File: src/rtl/addr_decoder_reg_pkg.sv
// Shared types and coding constants for the registered address decoder.
// Imported by the decode sub-module and the top.
package addr_dec_pkg;

    typedef enum logic {
        IDLE   = 1'b0,
        ACTIVE = 1'b1
    } state_t;

    localparam int CODE_ONEHOT = 0;
    localparam int CODE_THERMO = 1;
    localparam int MODE_PULSE  = 0;
    localparam int MODE_LEVEL  = 1;

endpackage

File: src/rtl/addr_decoder_reg_if.sv
// Request/select bus between one requesting master and the decoder.
// The master issues addresses; the decoder returns strobes and status.
interface addr_decoder_reg_if #(
    parameter int ADDR_W  = 3,
    parameter int NUM_OUT = 8
);
    logic              req_valid;
    logic              req_ready;
    logic [ADDR_W-1:0] req_addr;
    logic [NUM_OUT-1:0] sel;
    logic              sel_valid;
    logic              sel_ack;
    logic              err;
    logic              err_clr;
    logic              busy;

    modport master (
        output req_valid, req_addr, sel_ack, err_clr,
        input  req_ready, sel, sel_valid, err, busy
    );

    modport slave (
        input  req_valid, req_addr, sel_ack, err_clr,
        output req_ready, sel, sel_valid, err, busy
    );
endinterface

File: src/rtl/addr_decoder_reg_decode.sv
// Combinational address decode: one-hot or thermometer select plus range flag.
// Out-of-range addresses still yield known values; the top gates them.
module addr_decode_comb
    import addr_dec_pkg::*;
#(
    parameter int ADDR_W   = 3,
    parameter int NUM_OUT  = 8,
    parameter int OUT_CODE = CODE_ONEHOT
) (
    input  logic [ADDR_W-1:0]  addr_i,
    output logic [NUM_OUT-1:0] sel_o,
    output logic               in_range_o
);
    logic [31:0] addr_w;

    assign addr_w     = 32'(addr_i);
    assign in_range_o = (addr_w < 32'(NUM_OUT));

    for (genvar i = 0; i < NUM_OUT; i++) begin : g_sel
        localparam logic [31:0] IDX = 32'(i);
        if (OUT_CODE == CODE_THERMO) begin : g_thermo
            assign sel_o[i] = (IDX <= addr_w);
        end else begin : g_onehot
            assign sel_o[i] = (IDX == addr_w);
        end
    end
endmodule

File: src/rtl/addr_decoder_reg.sv
// Registered address decoder with request/ack handshake, pulse or level
// strobes and a sticky out-of-range error flag.
module addr_decoder_reg
    import addr_dec_pkg::*;
#(
    parameter int ADDR_W    = 3,
    parameter int NUM_OUT   = 8,
    parameter int OUT_CODE  = CODE_ONEHOT,
    parameter int MODE      = MODE_PULSE,
    parameter int PULSE_LEN = 1
) (
    input  logic               clk,
    input  logic               rst_n,
    addr_decoder_reg_if.slave  bus
);
    localparam int CNT_W = $clog2(PULSE_LEN + 1);
    localparam logic [CNT_W-1:0] CNT_LAST = CNT_W'(PULSE_LEN - 1);

    state_t             state_q;
    logic [NUM_OUT-1:0] sel_q;
    logic               sel_valid_q;
    logic               busy_q;
    logic               ready_q;
    logic [CNT_W-1:0]   cnt_q;
    logic               err_q;
    logic               err_d;

    logic [NUM_OUT-1:0] dec_sel;
    logic               in_range;
    logic               accept;
    logic               done;

    addr_decode_comb #(
        .ADDR_W   (ADDR_W),
        .NUM_OUT  (NUM_OUT),
        .OUT_CODE (OUT_CODE)
    ) u_dec (
        .addr_i     (bus.req_addr),
        .sel_o      (dec_sel),
        .in_range_o (in_range)
    );

    // Handshake, strobe completion and sticky error next state (set beats clear).
    always_comb begin
        accept = bus.req_valid & ready_q;
        done   = 1'b0;
        if (MODE == MODE_LEVEL) begin
            done = bus.sel_ack;
        end else begin
            done = (cnt_q == CNT_LAST);
        end
        err_d = err_q;
        if (accept && !in_range) begin
            err_d = 1'b1;
        end else if (bus.err_clr) begin
            err_d = 1'b0;
        end
    end

    // Two-state FSM with all outputs held in flops.
    always_ff @(posedge clk or negedge rst_n) begin
        if (!rst_n) begin
            state_q     <= IDLE;
            sel_q       <= '0;
            sel_valid_q <= 1'b0;
            busy_q      <= 1'b0;
            ready_q     <= 1'b1;
            cnt_q       <= '0;
            err_q       <= 1'b0;
        end else begin
            err_q <= err_d;
            unique case (state_q)
                IDLE: begin
                    if (accept && in_range) begin
                        state_q     <= ACTIVE;
                        sel_q       <= dec_sel;
                        sel_valid_q <= 1'b1;
                        busy_q      <= 1'b1;
                        ready_q     <= 1'b0;
                        cnt_q       <= '0;
                    end
                end
                ACTIVE: begin
                    if (done) begin
                        state_q     <= IDLE;
                        sel_q       <= '0;
                        sel_valid_q <= 1'b0;
                        busy_q      <= 1'b0;
                        ready_q     <= 1'b1;
                        cnt_q       <= '0;
                    end else if (MODE == MODE_PULSE) begin
                        cnt_q <= cnt_q + CNT_W'(1);
                    end
                end
                default: begin
                    state_q <= IDLE;
                end
            endcase
        end
    end

    assign bus.req_ready = ready_q;
    assign bus.sel       = sel_q;
    assign bus.sel_valid = sel_valid_q;
    assign bus.busy      = busy_q;
    assign bus.err       = err_q;
endmodule

File: src/flat_wrapper.sv
// flat-port wrapper written by rule: the top's interface ports become plain ports
module addr_decoder_reg_flat import addr_dec_pkg::*;
#(
    parameter int ADDR_W    = 3,
    parameter int NUM_OUT   = 8,
    parameter int OUT_CODE  = CODE_ONEHOT,
    parameter int MODE      = MODE_PULSE,
    parameter int PULSE_LEN = 1
)
  (clk, rst_n, bus_req_valid, bus_req_addr, bus_sel_ack, bus_err_clr, bus_req_ready, bus_sel, bus_sel_valid, bus_err, bus_busy);
  addr_decoder_reg_if #(.ADDR_W(ADDR_W), .NUM_OUT(NUM_OUT)) bus_i ();
  input  logic clk;
  input  logic rst_n;
  input wire logic [$bits(bus_i.req_valid)-1:0] bus_req_valid;
  input wire logic [$bits(bus_i.req_addr)-1:0] bus_req_addr;
  input wire logic [$bits(bus_i.sel_ack)-1:0] bus_sel_ack;
  input wire logic [$bits(bus_i.err_clr)-1:0] bus_err_clr;
  output wire logic [$bits(bus_i.req_ready)-1:0] bus_req_ready;
  output wire logic [$bits(bus_i.sel)-1:0] bus_sel;
  output wire logic [$bits(bus_i.sel_valid)-1:0] bus_sel_valid;
  output wire logic [$bits(bus_i.err)-1:0] bus_err;
  output wire logic [$bits(bus_i.busy)-1:0] bus_busy;
  assign bus_i.req_valid = bus_req_valid;
  assign bus_i.req_addr = bus_req_addr;
  assign bus_i.sel_ack = bus_sel_ack;
  assign bus_i.err_clr = bus_err_clr;
  assign bus_req_ready = bus_i.req_ready;
  assign bus_sel = bus_i.sel;
  assign bus_sel_valid = bus_i.sel_valid;
  assign bus_err = bus_i.err;
  assign bus_busy = bus_i.busy;
  addr_decoder_reg #(.ADDR_W(ADDR_W), .NUM_OUT(NUM_OUT), .OUT_CODE(OUT_CODE), .MODE(MODE), .PULSE_LEN(PULSE_LEN)) u_core (.clk(clk), .rst_n(rst_n), .bus(bus_i));
endmodule
File: config.mk
export PLATFORM = sky130hd
export DESIGN_NAME = addr_decoder_reg_flat
export DESIGN_NICKNAME = d
export VERILOG_FILES = /design/src/rtl/addr_decoder_reg_pkg.sv /design/src/rtl/addr_decoder_reg_if.sv /design/src/rtl/addr_decoder_reg_decode.sv /design/src/rtl/addr_decoder_reg.sv /design/src/flat_wrapper.sv
export SDC_FILE = /design/constraint.sdc
export NUM_CORES = 1
export LEC_CHECK = 0
export CAP_MARGIN = 5
export CORE_AREA = 4 4 41 43
export DETAILED_ROUTE_END_ITERATION = 8
export DIE_AREA = 0 0 45 47
export GPL_TIMING_DRIVEN = 1
export PLACE_DENSITY = 0.68
export SYNTH_ARGS = -nofsm -noshare
export SYNTH_HDL_FRONTEND = slang
export SYNTH_SLANG_ARGS = --single-unit
File: constraint.sdc
create_clock -name clk -period 1.2 [get_ports clk]
set_input_delay 0.24 -clock clk [delete_from_list [all_inputs] [get_ports clk]]
set_output_delay 0.24 -clock clk [all_outputs]
set_load 0.05 [all_outputs]
==> results.toml, run 1 <==
[finish]
n_antenna_cell = 0
drive_above_1_share_pct = 50.00
layout_commonest_cell = "buf_12"
areaGrowthSynthToFinish_pct = 81.59
fin_area_sq_um = 827.0
layout_common_cells = "buf_12 (11), dfrtp_1 (10), buf_4 (6)"
nNetsFinal = 69
multi_input_area_sq_um = 152.6
nFillCells = 105
seq_area_sq_um = 280.3

[run]
drv_cap = 0

[yosys]
syn_nets = 42
postSynthAreaPerCell_sq_um = 13.40
synth_cells = 34
yosysSeqAreaShare_pct = 60.71
yosysWarnings = 0
synth.distinct_cells = 15
synth-seq-cells = 11
syn_area_sq_um = 455.4

[placement]
detailed_place_hpwl_um = 843.3
pre_cts_ws_ns = -0.1909
numPortBuffers = 16
gp_congestion = 0.7221
post_dp_cell_area_sq_um = 778.2

[worst_setup_path]
timing.setup.critical_path_class = "reg2out"
critical_path_required_ns = 0.96
cp_slowest_cell = "dfstp_4"
path_buf_inv = 2
cp-start-kind = "register"
crit_chain = "buf_6 > buf_12"
slowest_delay_ns = 0.62
cp-end-kind = "output pin"
crit_fanout = 2
cp_top_family = "flip-flops"
cp.arrival_ns = 1.11

[drt]
drc_errors = 0
drt_iter0_markers = 5
postRouteAntennaNets = 0
avgViaCountPerCell = 4.947
dr.pass1.iters = 4
routedWlPerCell_um = 14.73
wirelength_um = 1105
vias = 371

[clock_tree]
cts_hold_buf = 0
root_buffer = "clkbuf_4"
clk_pin_slew_ns = 0.07
clock_sinks = 11
cts_tree = "done"
clk_latency_ns = 0.27
clockBufferDepth = 2
cts-htree-levels = 1
numCtsBuffers = 3

[timing]
setup_viol = 9
fmax_mhz = 739.3
hold_viol = 0
rsz0062_at_grt = "yes"
final-max-slew-violation-count = 0
min_period_over_period_pct = 112.7
worst_slack_ns = -0.1526
post-route-min-period_ns = 1.353
clock_skew_ns = 0.001141
tns_ns = -0.6178

[global_route]
overflow = 0
antenna_found_initial = 0
grtUsageTotal_pct = 12.68
grt_pass1_vias = 411
grt_max_degree = 7
grt_first_pass_wirelength_um = 1856

[die]
start_util_pct = 35.00
die_area_sq_mm = 0.002115
coreArea_sq_mm = 0.001301
pin_count = 20
rows = 13
die_w_um = 45
die_y_um = 47

[min_path]
hp-class = "in2async"

[power_and_ir_drop]
vdd_drop_max_mv = 0.6349
leakage_uw = 0.0004027
p_total_uw = 675.9
p_per_area_mw_per_mm2 = 817.2

[outcome]
violations = "setup timing"
status = "finished, violations left"
-- cell usage after synthesis, drive strengths merged --
library cell,number,area [sq um]
dfrtp,10,250.2
buf,2,15.01
a21oi,2,13.76
and4b,1,13.76
a21o,1,8.760
nand2,1,3.750
nor2,3,11.26
and4bb,1,16.27
a22o,2,17.52
conb,1,3.750
a32o,6,63.81
dfstp,1,26.28
inv,3,11.26
-- report_power, final --
| part | total, uW | switching, uW | internal, uW |
|---|---|---|---|
| combinational | 50.9 | 28.4 | 22.5 |
| clock | 255 | 126 | 129 |
| sequential | 370 | 0 | 370 |
-- final timing paths --
| kind | startpoint | end | slack (ns) | cells after the start |
|---|---|---|---|---|
| max | u_core.bus.req_ready | bus_req_ready | -0.15 | 2 |
| min | rst_n | u_core.state_q | 0.18 | 1 |
| max reg2reg | u_core.bus.req_ready | u_core.bus.sel[0] | -0.08 | 4 |
| min reg2reg | u_core.state_q | u_core.state_q | 0.54 | 1 |
| max in group asynchronous | rst_n | u_core.bus.sel[0] | 0.70 | 2 |
| min in group clk | u_core.state_q | u_core.state_q | 0.54 | 1 |
-- registers in the layout, indices dropped and copies added (netlist names) --
| name | count |
|---|---|
| u_core.bus.sel | 8 |
| u_core.bus.req_ready | 1 |
| u_core.bus.sel_valid | 1 |
| u_core.state_q | 1 |
-- cells by family after synthesis --
family          Yosys count  synth area share, %
flops                    11                60.72
buf+inv                   5                5.768
other cells               1               0.8234
simple gates              6                9.889
compound gates           11                22.80
-- metrics by stage --
| step | utilization (%) | std cells | hold slack, ns |
|---|---|---|---|
| after detailed placement | 59.81 | 69 | 0.4722 |
| after floorplan | - | 34 | -0.05559 |
| after global routing | 63.56 | 75 | 0.1801 |
| after CTS | 63.27 | 75 | 0.1810 |
| after global placement | 59.81 | 69 | 0.4710 |
| final | 63.56 | 75 | 0.1752 |
-- metal layers --
layer	wire length (um)	track usage, %
met3	85	2.682
met1	477	15.24
met4	19	8.772
met5	0	0
met2	524	20.34
-- area by class of cell --
cell class              instances  share of cell area [%]
repair buffers                 24                   40.85
clock buffers                   4                   3.177
flip-flops and latches         11                   33.89
multi-input cells              18                   18.46
well taps                      15                   2.269
inverters                       3                   1.362
-- repair_timing --
| action | CTS | global route |
|---|---|---|
| resized for setup | 1 | 1 |
| setup endpoints to repair | 1 | 9 |
| pin swaps | 0 | 3 |
| cloned | 0 | 0 |
| buffers inserted | 2 | 0 |
Note: power is estimated with default switching activity, not from simulation.
==> run 2, diff against run 1 <==
--- a/config.mk
+++ b/config.mk
@@ -11,6 +11,7 @@
 export DIE_AREA = 0 0 45 47
 export GPL_TIMING_DRIVEN = 1
 export PLACE_DENSITY = 0.68
+export SLEW_MARGIN = 20
 export SYNTH_ARGS = -nofsm -noshare
 export SYNTH_HDL_FRONTEND = slang
 export SYNTH_SLANG_ARGS = --single-unit
==> results of run 2 <==
The final DEF is identical to that of run 1; final timing and power are the same.
